**src/rtl/fc_sequencer.sv**
```systemverilog
// fc_sequencer: time-multiplexed fully-connected layer using one shared signed MAC
// Ports:
//   clk_i, rst_ni              clock, synchronous active-low reset
//   in_valid_i / in_ready_o    input vector handshake; in_data_i holds INPUT_SIZE elements,
//                              in_bias_i holds OUTPUT_SIZE biases, element k at [(k+1)*BITWIDTH-1 -: BITWIDTH]
//   w_en_o, w_addr_o           weight memory read port, address o*INPUT_SIZE+j
//   w_rdata_i                  weight data, one cycle after w_en_o
//   out_valid_o / out_ready_i  result handshake; out_data_o, out_index_o, out_last_o held until accepted
//   busy_o                     high whenever not idle
module fc_sequencer #(
    parameter int BITWIDTH    = 8,
    parameter int INPUT_SIZE  = 7,
    parameter int OUTPUT_SIZE = 5,
    parameter int WADDR_W     = $clog2(INPUT_SIZE * OUTPUT_SIZE),
    parameter int OIW         = (OUTPUT_SIZE > 1) ? $clog2(OUTPUT_SIZE) : 1
) (
    input  logic                            clk_i,
    input  logic                            rst_ni,
    input  logic                            in_valid_i,
    output logic                            in_ready_o,
    input  logic [BITWIDTH*INPUT_SIZE-1:0]  in_data_i,
    input  logic [BITWIDTH*OUTPUT_SIZE-1:0] in_bias_i,
    output logic                            w_en_o,
    output logic [WADDR_W-1:0]              w_addr_o,
    input  logic [BITWIDTH-1:0]             w_rdata_i,
    output logic                            out_valid_o,
    input  logic                            out_ready_i,
    output logic [2*BITWIDTH-1:0]           out_data_o,
    output logic [OIW-1:0]                  out_index_o,
    output logic                            out_last_o,
    output logic                            busy_o
);
    localparam int JW = (INPUT_SIZE > 1) ? $clog2(INPUT_SIZE) : 1;

    typedef enum logic [1:0] {IDLE, MAC, BIAS, OUT} state_t;

    state_t                          state_q, state_d;
    logic [OIW-1:0]                  o_q, o_d;
    logic [JW-1:0]                   j_q, j_d, idx_q;
    logic                            v_q;
    logic [2*BITWIDTH-1:0]           acc_q, acc_d, out_q, out_d, prod, bias_x;
    logic [BITWIDTH*INPUT_SIZE-1:0]  data_q, data_d;
    logic [BITWIDTH*OUTPUT_SIZE-1:0] bias_q, bias_d;
    logic [BITWIDTH-1:0]             x, b;

    // Weight data lags the address by one cycle, so the operand index is the delayed j.
    assign x      = data_q[idx_q*BITWIDTH +: BITWIDTH];
    assign b      = bias_q[o_q*BITWIDTH +: BITWIDTH];
    // Sign-extended operands multiplied at full width: the low 2*BITWIDTH bits equal the signed product.
    assign prod   = v_q ? {{BITWIDTH{x[BITWIDTH-1]}}, x} * {{BITWIDTH{w_rdata_i[BITWIDTH-1]}}, w_rdata_i} : '0;
    assign bias_x = {{BITWIDTH{b[BITWIDTH-1]}}, b};

    assign in_ready_o  = rst_ni && state_q == IDLE;
    assign w_en_o      = state_q == MAC;
    assign w_addr_o    = w_en_o ? WADDR_W'(o_q * INPUT_SIZE + j_q) : '0;
    assign out_valid_o = state_q == OUT;
    assign out_data_o  = out_q;
    assign out_index_o = o_q;
    assign out_last_o  = out_valid_o && o_q == OIW'(OUTPUT_SIZE - 1);
    assign busy_o      = state_q != IDLE;

    always_comb begin
        state_d = state_q;
        o_d     = o_q;
        j_d     = j_q;
        acc_d   = acc_q;
        out_d   = out_q;
        data_d  = data_q;
        bias_d  = bias_q;
        case (state_q)
            IDLE: if (in_valid_i) begin
                data_d  = in_data_i;
                bias_d  = in_bias_i;
                o_d     = '0;
                j_d     = '0;
                acc_d   = '0;
                state_d = MAC;
            end
            MAC: begin
                acc_d   = acc_q + prod;
                j_d     = j_q + 1'b1;
                state_d = j_q == JW'(INPUT_SIZE - 1) ? BIAS : MAC;
            end
            BIAS: begin
                out_d   = acc_q + prod + bias_x;
                state_d = OUT;
            end
            default: if (out_ready_i) begin
                state_d = o_q == OIW'(OUTPUT_SIZE - 1) ? IDLE : MAC;
                o_d     = o_q == OIW'(OUTPUT_SIZE - 1) ? o_q : o_q + 1'b1;
                j_d     = '0;
                acc_d   = '0;
            end
        endcase
    end

    always_ff @(posedge clk_i) begin
        if (!rst_ni) begin
            state_q <= IDLE;
            o_q     <= '0;
            j_q     <= '0;
            idx_q   <= '0;
            v_q     <= 1'b0;
            acc_q   <= '0;
            out_q   <= '0;
            data_q  <= '0;
            bias_q  <= '0;
        end else begin
            state_q <= state_d;
            o_q     <= o_d;
            j_q     <= j_d;
            idx_q   <= j_q;
            v_q     <= state_q == MAC;
            acc_q   <= acc_d;
            out_q   <= out_d;
            data_q  <= data_d;
            bias_q  <= bias_d;
        end
    end
endmodule

```
**config.mk**
```make
export PLATFORM = sky130hd
export DESIGN_NAME = fc_sequencer
export DESIGN_NICKNAME = d
export VERILOG_FILES = /design/src/rtl/fc_sequencer.sv
export SDC_FILE = /design/constraint.sdc
export NUM_CORES = 1
export LEC_CHECK = 0
export BUFFER_PORTS_ARGS = -buffer_cell sky130_fd_sc_hd__buf_2
export CORE_MARGIN = 4
export CORE_UTILIZATION = 25
export DETAILED_ROUTE_END_ITERATION = 8
export MAX_ROUTING_LAYER = met4
export SLEW_MARGIN = 20
export SYNTH_ARGS = -nofsm -noshare
export SYNTH_HDL_FRONTEND = slang
export SYNTH_SLANG_ARGS = --single-unit
```
**constraint.sdc**
```tcl
create_clock -name clk_i -period 7.4 [get_ports clk_i]
set_clock_uncertainty 0.1 [all_clocks]
set_input_delay 0.74 -clock clk_i [delete_from_list [all_inputs] [get_ports clk_i]]
set_output_delay 0.74 -clock clk_i [all_outputs]
set_load 0.02 [all_outputs]
```
==> impl.org <==
** Status
- The run finished with clean final reports.

** Detailed routing
- Vias per cell :: 4.51
- Remaining DRCs :: 0
- Post-Route WL :: 27,600 um
- In this run, the number of DRC markers left after iteration 0 of detailed routing was 373.
- Dividing the detail-routed wire length by the instance count gives 14.5 um.
- The pre-antenna-repair detailed-routing pass consisted of 4 iterations.
- The count of nets left with antenna violations once routing finished came out at 0.
- Total number of vias :: 8,601

** Finish
- The finished cells cover 12,900 um^2.
- Count of fill cells added during filler insertion :: 4,107
- P&R area growth vs syn :: 26.5%
- The net count of the finished layout is 1,614.
- Summing all multi-input logic gate instances after layout gives 7140 um^2.
- Count of inserted antenna diode cells :: 0
- Register Area :: 2810 um^2
- Share of layout cells above drive strength 1 :: 24.0%

** Clocking
- Clock-pin slew was measured on the worst setup and hold paths at 60 ps.
- The H-tree generated during clock tree synthesis spans 4 levels.
- Clock network latency to the later pin of the worst-skew pair :: 430 ps
- Number of clock sinks :: 140
- TritonCTS built the clock tree.
- Number of buffers created by CTS :: 17
- Cell chosen for the clock root :: sky130_fd_sc_hd__clkbuf_16
- For this design, the CTS-stage hold fixing added 0 buffers.
- In this run the deepest clock path goes through 2 buffers.

** Setup path
- Worst stage delay on the critical path :: 520 ps
- Number of cell instances on the worst register-to-register path :: 35
- Worst Path Class, Setup :: flop to flop
- At the worst endpoint, the arrival time is 7500 ps.
- Among all stages on the critical path, the largest delay is contributed by sky130_fd_sc_hd__mux4_2.
- STA classifies the critical path startpoint as a flop.
- The critical path contains buffers and inverters numbering 7 combined.
- On the critical path the largest part of the delay comes from adder cells.
- The worst setup path is captured at a flop.
- Count of cell instances traversed by the critical path :: 35
- In this run the worst path has a maximum fanout of 7.
- Data on the critical path is required at its endpoint by 7610 ps.

** Timing
- The number of hold violations in the final report was 0.
- Minimum setup slack in the final design :: 110 ps
- Least-Margin Pin Slew :: 1010 ps
- Setup repair after global routing could not meet its margin everywhere.
- For this run, the top clock speed supported by timing is 137 MHz.
- Setup violations remaining at the end of the flow were counted as 0.
- The number of max-slew violations in the final report came to 0.
- Portion of the clock cycle consumed by the worst path in the final layout :: 98.5%
- Measured against its own limit, the worst slew margin works out to 32.5%.
- The routed design could run at a clock period as short as 7290 ps.

** Job
- Max-cap violations in this run came to 0.

** Synthesis
- Counting every instance in the synthesized netlist gives 1,194.
- FF+latch count, synth :: 140
- The top cell type by area accounts for 27.4% of the synthesized area.
- By area the synthesized netlist is led by sky130_fd_sc_hd__dfxtp_1 27%, sky130_fd_sc_hd__fa_1 12%, sky130_fd_sc_hd__ha_1 9.3%, sky130_fd_sc_hd__nand2_1 8.8%, sky130_fd_sc_hd__a21boi_0 7.2%.
- Avg Inst Size Synth :: 8.56 um^2
- Post-synthesis cell type count :: 60
- The number of nets handed over by synthesis was 1,439.
- Cell Area, Synth :: 10,200 um^2
- During synthesis, Yosys emitted a total of 0 warnings.
- Most instantiated flip-flop cell in the synthesis netlist :: sky130_fd_sc_hd__dfxtp_1
- Share of synthesized area occupied by flip-flops and latches :: 27.4%
- Counting flops with a built-in enable in the synthesized netlist gives 0.
- The biggest area contributor in the post-synthesis netlist is sky130_fd_sc_hd__dfxtp_1.
- Counting flops with an async set or reset pin after synthesis yields a share of 0%.

** Power and ir drop
- Highest ir drop seen on vdd :: 0.138 mV
- Power spread over the standard cell area amounts to 202 nW/um^2.
- Power consumption :: 2.61 mW
- Static Leakage :: 5.60 nW

** Global route
- met2 is the most crowded layer.
- The number of antenna violations at the first check in global routing was 0.
- The first global-routing pass estimated 44,700 um of wire.
- Global routing used 12.7% of the available tracks across all layers.
- Entering global routing, the biggest net connects 117 pins.
- Global-route track usage on met2 :: 20.5%
- Via count of the first global-routing pass :: 8,724
- Met1 capacity usage during global routing :: 16.9%
- Met3 capacity usage during global routing :: 2.11%
- Overflow after GRT :: 0

** Worst hold path
- Type of the tightest min-delay check :: flop to flop
- Counting instances, the worst hold path has a depth of 2.

** Die
- Area of the core :: 40,100 um^2
- Initial standard-cell utilization of the core :: 25.5%
- The die is 210 um wide.
- In this run the core area contains 73 standard-cell rows.
- The die is 210 um tall.
- 138 I/O pins were placed.
- Die ar. :: 44,200 um^2

** Placed design
- Timing analysis after detailed placement gives a worst setup slack of -280 ps.
- Summing all placed instances gives a cell area of 11,900 um^2.
- Count of buffers from port buffering :: 137
- Placer congestion estimate :: 0.879
- Detailed Place HPWL :: 21,400 um
==> layout make-up <==
| type | count | area share [%] |
|---|---|---|
| multi-input combinational | 874 | 55.3 |
| tap | 525 | 5.08 |
| clock inverter | 14 | 1.05 |
| inverter | 128 | 3.72 |
| clock buffer | 18 | 3.32 |
| sequential | 140 | 21.7 |
| timing repair buffer | 208 | 9.86 |
==> flip-flops by register name, summed over array words and instances (netlist names) <==
register     cells
acc_q           16
bias_q          40
data_q          56
idx_q            3
j_q              3
out_data_o      16
out_index_o      3
state_q          2
v_q              1
==> path summary, 6_finish.rpt <==
| kind | end | slack, ps | from |
|---|---|---|---|
| setup / recovery | out_data_o[15]$_SDFFE_PN0P_ | 110 | idx_q[2]$_SDFF_PN0_ |
| hold / removal | bias_q[25]$_SDFFE_PN0P_ | 360 | bias_q[25]$_SDFFE_PN0P_ |
| setup reg to reg | out_data_o[15]$_SDFFE_PN0P_ | 110 | idx_q[2]$_SDFF_PN0_ |
| hold reg to reg | bias_q[25]$_SDFFE_PN0P_ | 360 | bias_q[25]$_SDFFE_PN0P_ |
==> worst reg2reg max path, delay by kind of cell, from the launching register on <==
kind / cells / cell delay (ps)
AOI/OAI and AO/OA: 10 / 1350
and+or+nand+nor: 5 / 880
xor gates and xnor gates: 1 / 100
buffers and inverters: 7 / 500
DFF: 1 / 370
adders and majority gates: 8 / 2610
muxes: 4 / 1260
==> power by group <==
part / switching [mW] / internal (mW) / leakage [nW] / total (mW)
registers: 0.0297 / 0.799 / 1.14 / 0.829
clock network: 0.360 / 0.468 / 0.264 / 0.827
logic: 0.513 / 0.437 / 4.19 / 0.950
total: 0.902 / 1.70 / 5.60 / 2.61
==> cell usage after synthesis (16+ instances only) <==
cell,number
sky130_fd_sc_hd__fa_1,61
sky130_fd_sc_hd__a21oi_1,33
sky130_fd_sc_hd__clkbuf_1,45
sky130_fd_sc_hd__mux4_2,16
sky130_fd_sc_hd__mux2i_1,25
sky130_fd_sc_hd__a21boi_0,98
sky130_fd_sc_hd__inv_1,128
sky130_fd_sc_hd__and2_1,28
sky130_fd_sc_hd__nor2b_1,53
sky130_fd_sc_hd__ha_1,76
sky130_fd_sc_hd__xnor2_1,31
sky130_fd_sc_hd__o21ai_0,27
sky130_fd_sc_hd__nand2_1,239
sky130_fd_sc_hd__nor2_1,35
sky130_fd_sc_hd__dfxtp_1,140
==> logic make-up after synthesis <==
group           Yosys count  synth area share (%)
flops                   140                  27.4
buf+inv                 180                  6.63
compound gates          242                  16.6
simple gates            413                  18.6
mux                      43                  6.20
xor+xnor                 39                  3.34
fa+ha+maj               137                  21.3
==> stage by stage <==
step                setup TNS (ps)  hold slack [ps]  cells  utilization, %
floorplan                        0              340   1194               -
global placement              -130              351   1864            29.7
detailed placement            -280              358   1864            29.7
CTS                              0              367   1904            31.7
global route                  -542              388   1907            32.2
finish                           0              363   1907            32.2
==> timing repair <==
action / 4_1_cts / 5_1_grt
setup buffers: 7 / 4
pin swaps: 24 / 48
resized for setup: 29 / 49
cloned: 1 / 0
endpoints found under the setup margin: 1 / 5
==> placed cells by master (no fill, tap or decap), types with 35 or more instances in the layout <==
| cell | n |
|---|---|
| sky130_fd_sc_hd__nor2_1 | 35 |
| sky130_fd_sc_hd__buf_4 | 65 |
| sky130_fd_sc_hd__nor2b_1 | 47 |
| sky130_fd_sc_hd__a21boi_0 | 98 |
| sky130_fd_sc_hd__buf_2 | 136 |
| sky130_fd_sc_hd__ha_1 | 67 |
| sky130_fd_sc_hd__fa_1 | 60 |
| sky130_fd_sc_hd__inv_1 | 119 |
| sky130_fd_sc_hd__dfxtp_1 | 139 |
| sky130_fd_sc_hd__nand2_1 | 236 |
==> layer usage <==
metal,vias to the layer above,share of wire (%),routed length (um)
li1,4289,-,-
met4,0,0.79,218
met5,-,0,0
met3,19,3.7,1020
met2,154,48,13200
met1,4139,48,13200
Note: power is estimated with default switching activity, not from simulation.
